## config.mk

```make
export PLATFORM = sky130hd
export DESIGN_NAME = icb_word_copier_flat
export DESIGN_NICKNAME = d
export VERILOG_FILES = /design/src/rtl/icb_word_copier_pkg.sv /design/src/rtl/icb_word_copier_if.sv /design/src/rtl/icb_word_copier_handshake_timeout.sv /design/src/rtl/icb_word_copier.sv /design/src/flat_wrapper.sv
export SDC_FILE = /design/constraint.sdc
export NUM_CORES = 1
export LEC_CHECK = 0
export ABC_CLOCK_PERIOD_IN_PS = 12500
export CAP_MARGIN = 5
export CORE_MARGIN = 2
export CORE_UTILIZATION = 47
export CTS_BUF_LIST = sky130_fd_sc_hd__clkbuf_16
export CTS_CLUSTER_SIZE = 20
export DETAILED_ROUTE_END_ITERATION = 10
export HOLD_SLACK_MARGIN = 0.15
export PLACE_DENSITY = 0.75
export SLEW_MARGIN = 20
export SYNTH_ARGS = -nofsm -noshare
export SYNTH_HDL_FRONTEND = slang
export SYNTH_SLANG_ARGS = --single-unit
```

## constraint.sdc

```tcl
create_clock -name clk -period 12.5 [get_ports clk]
set_input_delay 2.5 -clock clk [delete_from_list [all_inputs] [get_ports clk]]
set_output_delay 2.5 -clock clk [all_outputs]
set_load 0.02 [all_outputs]
```

## src/rtl/icb_word_copier_pkg.sv

```systemverilog
// Shared definitions for the ICB word copier: FSM encoding, error codes,
// write-mask constants and address alignment.
package icb_word_copier_pkg;

    typedef enum logic [2:0] {
        ST_IDLE,
        ST_RD_CMD,
        ST_RD_RSP,
        ST_WR_CMD,
        ST_WR_RSP,
        ST_FIN
    } state_t;

    localparam logic [1:0] ERR_NONE = 2'd0;
    localparam logic [1:0] ERR_RD   = 2'd1;
    localparam logic [1:0] ERR_WR   = 2'd2;
    localparam logic [1:0] ERR_TMO  = 2'd3;

    localparam logic [3:0] WMASK_FULL = 4'b1111;
    localparam logic [3:0] WMASK_NONE = 4'b0000;

    function automatic logic [31:0] word_align(input logic [31:0] addr);
        return {addr[31:2], 2'b00};
    endfunction

endpackage

```

## src/rtl/icb_word_copier_if.sv

```systemverilog
// ICB command/response channel bundle with initiator (master) and
// responder (slave) views.
interface icb_word_copier_if;

    logic [31:0] cmd_addr;
    logic        cmd_read;
    logic [31:0] cmd_wdata;
    logic [3:0]  cmd_wmask;
    logic        cmd_valid;
    logic        cmd_ready;
    logic [31:0] rsp_rdata;
    logic        rsp_err;
    logic        rsp_valid;
    logic        rsp_ready;

    modport master (
        output cmd_addr, cmd_read, cmd_wdata, cmd_wmask, cmd_valid, rsp_ready,
        input  cmd_ready, rsp_rdata, rsp_err, rsp_valid
    );

    modport slave (
        input  cmd_addr, cmd_read, cmd_wdata, cmd_wmask, cmd_valid, rsp_ready,
        output cmd_ready, rsp_rdata, rsp_err, rsp_valid
    );

endinterface

```

## src/rtl/icb_word_copier_handshake_timeout.sv

```systemverilog
// Wait-cycle counter for an ICB handshake: clr restarts it, en counts a cycle
// without the awaited handshake, expired flags the TIMEOUT_TH-th such cycle.
module icb_handshake_timeout #(
    parameter int TIMEOUT_TH = 16
) (
    input  logic clk,
    input  logic rst,
    input  logic clr,
    input  logic en,
    output logic expired
);

    localparam int CNT_W = (TIMEOUT_TH > 1) ? $clog2(TIMEOUT_TH) : 1;

    logic [CNT_W-1:0] cnt;

    always_ff @(posedge clk) begin
        if (rst) begin
            cnt <= '0;
        end else if (clr) begin
            cnt <= '0;
        end else if (en) begin
            cnt <= cnt + CNT_W'(1);
        end
    end

    // TIMEOUT_TH == 0 turns the watchdog off entirely.
    generate
        if (TIMEOUT_TH == 0) begin : g_off
            assign expired = 1'b0;
        end else begin : g_on
            assign expired = en && (cnt == CNT_W'(TIMEOUT_TH - 1));
        end
    endgenerate

endmodule

```

## src/rtl/icb_word_copier.sv

```systemverilog
// ICB initiator that copies len 32-bit words from src_addr to dst_addr,
// one outstanding transaction at a time (read word, write word, repeat).
module icb_word_copier #(
    parameter int  LEN_W            = 16,
    parameter int  TIMEOUT_TH       = 16,
    parameter real simulation_delay = 1.0
) (
    input  logic               clk,
    input  logic               rst,
    input  logic               start,
    input  logic [31:0]        src_addr,
    input  logic [31:0]        dst_addr,
    input  logic [LEN_W-1:0]   len,
    output logic               busy,
    output logic               done,
    output logic               err,
    output logic [1:0]         err_code,
    output logic [LEN_W-1:0]   words_done,
    icb_word_copier_if.master  m_icb
);

    import icb_word_copier_pkg::*;

    // Outputs come straight from flops; simulation_delay is only meaningful to
    // behavioural models that share this parameter list.
    generate
        if (simulation_delay < 0.0) begin : g_neg_delay
        end
    endgenerate

    state_t state, state_nxt;

    logic [31:0]      src_cur, src_nxt;
    logic [31:0]      dst_cur, dst_nxt;
    logic [LEN_W-1:0] len_lat, len_nxt;

    logic             busy_nxt, done_nxt, err_nxt;
    logic [1:0]       err_code_nxt;
    logic [LEN_W-1:0] words_done_nxt, words_inc;
    logic [31:0]      addr_nxt, wdata_nxt;
    logic [3:0]       wmask_nxt;
    logic             read_nxt, valid_nxt, rsp_ready_nxt;

    logic tmo_clr, tmo_en, tmo_expired;

    assign words_inc = words_done + LEN_W'(1);
    assign tmo_clr   = (state_nxt != state);
    assign tmo_en    = (state == ST_RD_CMD) || (state == ST_RD_RSP) ||
                       (state == ST_WR_CMD) || (state == ST_WR_RSP);

    icb_handshake_timeout #(
        .TIMEOUT_TH (TIMEOUT_TH)
    ) u_tmo (
        .clk     (clk),
        .rst     (rst),
        .clr     (tmo_clr),
        .en      (tmo_en),
        .expired (tmo_expired)
    );

    always_ff @(posedge clk) begin
        if (rst) begin
            state <= ST_IDLE;
        end else begin
            state <= state_nxt;
        end
    end

    always_comb begin
        state_nxt      = state;
        src_nxt        = src_cur;
        dst_nxt        = dst_cur;
        len_nxt        = len_lat;
        busy_nxt       = busy;
        done_nxt       = 1'b0;
        err_nxt        = err;
        err_code_nxt   = err_code;
        words_done_nxt = words_done;
        addr_nxt       = m_icb.cmd_addr;
        read_nxt       = m_icb.cmd_read;
        wdata_nxt      = m_icb.cmd_wdata;
        wmask_nxt      = m_icb.cmd_wmask;
        valid_nxt      = m_icb.cmd_valid;
        rsp_ready_nxt  = m_icb.rsp_ready;

        unique case (state)
            ST_IDLE: begin
                if (start) begin
                    err_nxt        = 1'b0;
                    err_code_nxt   = ERR_NONE;
                    words_done_nxt = '0;
                    if (len != '0) begin
                        src_nxt   = word_align(src_addr);
                        dst_nxt   = word_align(dst_addr);
                        len_nxt   = len;
                        busy_nxt  = 1'b1;
                        valid_nxt = 1'b1;
                        read_nxt  = 1'b1;
                        wmask_nxt = WMASK_NONE;
                        addr_nxt  = word_align(src_addr);
                        state_nxt = ST_RD_CMD;
                    end else begin
                        state_nxt = ST_FIN;
                    end
                end
            end
            ST_RD_CMD: begin
                if (m_icb.cmd_ready) begin
                    valid_nxt     = 1'b0;
                    rsp_ready_nxt = 1'b1;
                    state_nxt     = ST_RD_RSP;
                end else if (tmo_expired) begin
                    valid_nxt    = 1'b0;
                    err_code_nxt = ERR_TMO;
                    state_nxt    = ST_FIN;
                end
            end
            ST_RD_RSP: begin
                if (m_icb.rsp_valid) begin
                    rsp_ready_nxt = 1'b0;
                    if (m_icb.rsp_err) begin
                        err_code_nxt = ERR_RD;
                        state_nxt    = ST_FIN;
                    end else begin
                        wdata_nxt = m_icb.rsp_rdata;
                        valid_nxt = 1'b1;
                        read_nxt  = 1'b0;
                        wmask_nxt = WMASK_FULL;
                        addr_nxt  = dst_cur;
                        state_nxt = ST_WR_CMD;
                    end
                end else if (tmo_expired) begin
                    rsp_ready_nxt = 1'b0;
                    err_code_nxt  = ERR_TMO;
                    state_nxt     = ST_FIN;
                end
            end
            ST_WR_CMD: begin
                if (m_icb.cmd_ready) begin
                    valid_nxt     = 1'b0;
                    rsp_ready_nxt = 1'b1;
                    state_nxt     = ST_WR_RSP;
                end else if (tmo_expired) begin
                    valid_nxt    = 1'b0;
                    err_code_nxt = ERR_TMO;
                    state_nxt    = ST_FIN;
                end
            end
            ST_WR_RSP: begin
                if (m_icb.rsp_valid) begin
                    rsp_ready_nxt = 1'b0;
                    if (m_icb.rsp_err) begin
                        err_code_nxt = ERR_WR;
                        state_nxt    = ST_FIN;
                    end else begin
                        words_done_nxt = words_inc;
                        src_nxt        = src_cur + 32'd4;
                        dst_nxt        = dst_cur + 32'd4;
                        if (words_inc == len_lat) begin
                            state_nxt = ST_FIN;
                        end else begin
                            valid_nxt = 1'b1;
                            read_nxt  = 1'b1;
                            wmask_nxt = WMASK_NONE;
                            addr_nxt  = src_cur + 32'd4;
                            state_nxt = ST_RD_CMD;
                        end
                    end
                end else if (tmo_expired) begin
                    rsp_ready_nxt = 1'b0;
                    err_code_nxt  = ERR_TMO;
                    state_nxt     = ST_FIN;
                end
            end
            ST_FIN: begin
                done_nxt  = 1'b1;
                busy_nxt  = 1'b0;
                err_nxt   = (err_code != ERR_NONE);
                state_nxt = ST_IDLE;
            end
            default: begin
                state_nxt = ST_IDLE;
            end
        endcase
    end

    always_ff @(posedge clk) begin
        if (rst) begin
            busy            <= 1'b0;
            done            <= 1'b0;
            err             <= 1'b0;
            err_code        <= ERR_NONE;
            words_done      <= '0;
            m_icb.cmd_addr  <= '0;
            m_icb.cmd_read  <= 1'b1;
            m_icb.cmd_wdata <= '0;
            m_icb.cmd_wmask <= WMASK_NONE;
            m_icb.cmd_valid <= 1'b0;
            m_icb.rsp_ready <= 1'b0;
        end else begin
            busy            <= busy_nxt;
            done            <= done_nxt;
            err             <= err_nxt;
            err_code        <= err_code_nxt;
            words_done      <= words_done_nxt;
            m_icb.cmd_addr  <= addr_nxt;
            m_icb.cmd_read  <= read_nxt;
            m_icb.cmd_wdata <= wdata_nxt;
            m_icb.cmd_wmask <= wmask_nxt;
            m_icb.cmd_valid <= valid_nxt;
            m_icb.rsp_ready <= rsp_ready_nxt;
        end
    end

    // Copy cursors are pure datapath and are always loaded before use.
    always_ff @(posedge clk) begin
        src_cur <= src_nxt;
        dst_cur <= dst_nxt;
        len_lat <= len_nxt;
    end

endmodule
```

## src/flat_wrapper.sv

```systemverilog
// flat-port wrapper written by rule: the top's interface ports become plain ports
module icb_word_copier_flat import icb_word_copier_pkg::*;
#(
    parameter int  LEN_W            = 16,
    parameter int  TIMEOUT_TH       = 16,
    parameter real simulation_delay = 1.0
)
  (clk, rst, start, src_addr, dst_addr, len, busy, done, err, err_code, words_done, m_icb_cmd_addr, m_icb_cmd_read, m_icb_cmd_wdata, m_icb_cmd_wmask, m_icb_cmd_valid, m_icb_rsp_ready, m_icb_cmd_ready, m_icb_rsp_rdata, m_icb_rsp_err, m_icb_rsp_valid);
  icb_word_copier_if m_icb_i ();
  input  logic clk;
  input  logic rst;
  input  logic start;
  input  logic [31:0] src_addr;
  input  logic [31:0] dst_addr;
  input  logic [LEN_W-1:0] len;
  output logic busy;
  output logic done;
  output logic err;
  output logic [1:0] err_code;
  output logic [LEN_W-1:0] words_done;
  output wire logic [$bits(m_icb_i.cmd_addr)-1:0] m_icb_cmd_addr;
  output wire logic [$bits(m_icb_i.cmd_read)-1:0] m_icb_cmd_read;
  output wire logic [$bits(m_icb_i.cmd_wdata)-1:0] m_icb_cmd_wdata;
  output wire logic [$bits(m_icb_i.cmd_wmask)-1:0] m_icb_cmd_wmask;
  output wire logic [$bits(m_icb_i.cmd_valid)-1:0] m_icb_cmd_valid;
  output wire logic [$bits(m_icb_i.rsp_ready)-1:0] m_icb_rsp_ready;
  input wire logic [$bits(m_icb_i.cmd_ready)-1:0] m_icb_cmd_ready;
  input wire logic [$bits(m_icb_i.rsp_rdata)-1:0] m_icb_rsp_rdata;
  input wire logic [$bits(m_icb_i.rsp_err)-1:0] m_icb_rsp_err;
  input wire logic [$bits(m_icb_i.rsp_valid)-1:0] m_icb_rsp_valid;
  assign m_icb_cmd_addr = m_icb_i.cmd_addr;
  assign m_icb_cmd_read = m_icb_i.cmd_read;
  assign m_icb_cmd_wdata = m_icb_i.cmd_wdata;
  assign m_icb_cmd_wmask = m_icb_i.cmd_wmask;
  assign m_icb_cmd_valid = m_icb_i.cmd_valid;
  assign m_icb_rsp_ready = m_icb_i.rsp_ready;
  assign m_icb_i.cmd_ready = m_icb_cmd_ready;
  assign m_icb_i.rsp_rdata = m_icb_rsp_rdata;
  assign m_icb_i.rsp_err = m_icb_rsp_err;
  assign m_icb_i.rsp_valid = m_icb_rsp_valid;
  icb_word_copier #(.LEN_W(LEN_W), .TIMEOUT_TH(TIMEOUT_TH), .simulation_delay(simulation_delay)) u_core (.clk(clk), .rst(rst), .start(start), .src_addr(src_addr), .dst_addr(dst_addr), .len(len), .busy(busy), .done(done), .err(err), .err_code(err_code), .words_done(words_done), .m_icb(m_icb_i));
endmodule
```

==> results_dict.tcl <==
set metrics [dict create \
    antenna_cells_inserted 0 \
    post-synth-top-area-fraction 0.2467 \
    worst_slack_ns 7.407 \
    totalNegativeSetupSlack_ns 0 \
    place_congestion 0.8452 \
    insertion_delay_ns 0.43 \
    globalRouteTotalUtil 0.2352 \
    worst_slew_pin_slew_ns 1.091 \
    ir_worst_vdd_mv 0.08847 \
    final_area_um2 11710 \
    min_period_over_period 0.4074 \
    synth-warning-count 0 \
    synthesis.area_um2 9251 \
    path_class "in2reg" \
    io_buffers 203 \
    synth_enable_flop_cells 76 \
    tritoncts "done" \
    detail-route-antenna-nets 0 \
    core_um2 19400 \
    netlist_instances 1016 \
    clock_path_buffers 2 \
    synth_flop_cell "sky130_fd_sc_hd__dfxtp_1" \
    global_route.overflow_total 0 \
    worst-endpoint-arrival_ns 5.15 \
    postLayoutCoreUtil 0.6038 \
    drc 0 \
    drtPass1Iterations 5 \
    htree_levels 4 \
    crit_path_start_kind "primary input" \
    tritoncts_num_sinks 170 \
    synth-seq-cells 170 \
    power_density_nw_per_um2 114.2 \
    chipHeight_um 144.3 \
    cts-buffers-inserted 17 \
    grt_setup_unrepaired "false" \
    number_of_vias_in_the_routed_layout 8149 \
    pre_cts_ws_ns 6.990 \
    maxSlewViolCount 0 \
    multiInputGateArea_um2 4579 \
    grt_first_pass_wirelength_um 37830 \
    synthesis.area_per_instance_um2 9.106 \
    synth.top_cells.by_count "sky130_fd_sc_hd__nand2_1, sky130_fd_sc_hd__dfxtp_1, sky130_fd_sc_hd__a21oi_1" \
    core.rowCount 51 \
    first_iter_violations 818 \
    design.final.nets 1292 \
    synthTopCellsByArea "sky130_fd_sc_hd__edfxtp_1, sky130_fd_sc_hd__dfxtp_1, sky130_fd_sc_hd__nand2_1" \
    library_cell_with_the_largest_summed_area_after_synthesis "sky130_fd_sc_hd__edfxtp_1" \
    cts_setup_buffers 0 \
    antenna_found_initial 0 \
    syn2layout_area_growth_pct 26.62 \
    critPathRequiredTime_ns 12.56 \
    initial_utilization 0.4769 \
    fillers 1726 \
    ys_async_sr_fraction 0 \
    cp-end-kind "flip-flop" \
    hold_path.class "reg2reg" \
    viasPerCell 5.628 \
    run_status "finished, final reports clean" \
    dpl.hpwl_um 17440 \
    seq_total_area_yosys 0.4501 \
    setup-violations-final 0 \
    cts_hold_buf 0 \
    netlist-cell-type-count 82 \
    final-seq-area_um2 4164 \
    die_area_um2 20820 \
    largest_fanout_on_the_critical_path 60 \
    share_of_layout_cells_above_drive_strength_1 0.06424 \
    drv_cap 0 \
    final_period_minus_worst_setup_slack_ns 5.093 \
    skew_ns 0.007808 \
    grt_start_max_net_pins 122 \
    first_global_vias 7271 \
    wirelength_um 24880 \
    clkSlewWorstSetupHoldPaths_ns 0.06 \
    cts.root.buffer_cell "sky130_fd_sc_hd__clkbuf_16" \
    hold_ws_ns 0.4517 \
    fmax_mhz 196.4 \
    io_pins 210 \
    synthMostInstantiatedCell "sky130_fd_sc_hd__nand2_1" \
    placedInstanceArea_um2 11190 \
    timing_hold_violations_final 0 \
    cts.repair.resized 0 \
    drt-wirelength-per-cell_um 17.18 \
    die_width_um 144.3 \
    static_leak_nw 4.232 \
    timing.slew.headroom 0.2670 \
]
==> worst max-delay path, cell delays in order <==
cell	delay, ns
sky130_fd_sc_hd__clkdlybuf4s50_1	0.64
sky130_fd_sc_hd__nor2b_1	0.58
sky130_fd_sc_hd__a21oi_1	0.17
sky130_fd_sc_hd__nand2b_1	0.40
sky130_fd_sc_hd__nor2_4	0.19
sky130_fd_sc_hd__buf_4	0.62
==> power by group <==
group          leakage (nW)  internal (W)  total, W  switching (W)
logic                  2.46     0.0000990  0.000204       0.000105
registers              1.49      0.000621  0.000654      0.0000326
clock network         0.283      0.000267  0.000480       0.000213
==> registers in the layout, indices dropped and copies added (netlist names) <==
signal                  count
u_core.m_icb.cmd_addr      30
u_core.busy                 1
u_core.err_code             2
u_core.m_icb.cmd_valid      1
u_core.m_icb.cmd_wdata     32
u_core.src_cur             30
u_core.m_icb.cmd_wmask      1
u_core.len_lat             16
u_core.m_icb.rsp_ready      1
u_core.err                  1
u_core.state                3
u_core.m_icb.cmd_read       1
u_core.u_tmo.cnt            4
u_core.words_done          16
u_core.dst_cur             30
u_core.done                 1
==> routing by layer <==
layer	wire length, um	part of all wire	track usage	vias to the layer above
met5	0	0	0	-
met4	458	0.018	0.07052	0
met3	2193	0.088	0.05530	39
met2	11450	0.46	0.3784	332
met1	10780	0.43	0.3162	3763
li1	-	-	-	4015
==> metrics by stage <==
| step | total power [W] | instances |
|---|---|---|
| after CTS | 0.001346 | 1448 |
| after detailed placement | 0.0008684 | 1416 |
| after floorplan | 0.0007748 | 1017 |
| after global routing | 0.001389 | 1448 |
| after global placement | 0.0008652 | 1416 |
| final | 0.001338 | 1448 |
==> layout by cell type (no fill, tap or decap), drive strengths merged, types with 18 or more instances in the layout <==
| cell type | Yosys | final |
|---|---|---|
| a21o | 24 | 24 |
| a21oi | 90 | 90 |
| a22oi | 18 | 18 |
| clkdlybuf4s50 | 0 | 202 |
| dfxtp | 94 | 94 |
| edfxtp | 76 | 76 |
| nand2 | 164 | 164 |
| nand3 | 28 | 28 |
| nand4 | 26 | 26 |
| nor2 | 67 | 67 |
| nor3 | 42 | 42 |
| o21ai | 72 | 72 |
| xnor2 | 35 | 35 |
| xor2 | 35 | 35 |
==> path summary, 6_finish.rpt <==
kind,cells after the start,to,start,slack (ns)
min,2,u_core.m_icb.cmd_wdata[19],u_core.m_icb.cmd_wdata[19],0.45
max,6,u_core.src_cur[19],m_icb_rsp_valid,7.41
min reg2reg,2,u_core.m_icb.cmd_wdata[19],u_core.m_icb.cmd_wdata[19],0.45
max reg2reg,7,u_core.m_icb.cmd_addr[25],u_core.state[2],8.95
==> cell type report <==
type,instances,share of cell area
clock buffers,17,0.03632
clock inverters,15,0.008225
inverters,8,0.002564
multi-input cells,762,0.3909
flip-flops and latches,170,0.3555
well taps,265,0.02831
repair buffers,211,0.1782
==> logic make-up (layout without fill, tap and decap cells) <==
logic type                 count (synthesis)  in the layout  share of synthesized area
and+or+nand+nor                          402            402                     0.2196
other                                      1              2                  0.0004053
buffers and inverters                     85            251                    0.05775
xor gates and xnor gates                  72             72                    0.07141
DFF                                      170            170                     0.4501
AOI/OAI and AO/OA                        281            281                     0.1942
adders and majority gates                  4              4                   0.005410
muxes                                      1              1                   0.001082
Power figures use the tool's default switching activity.
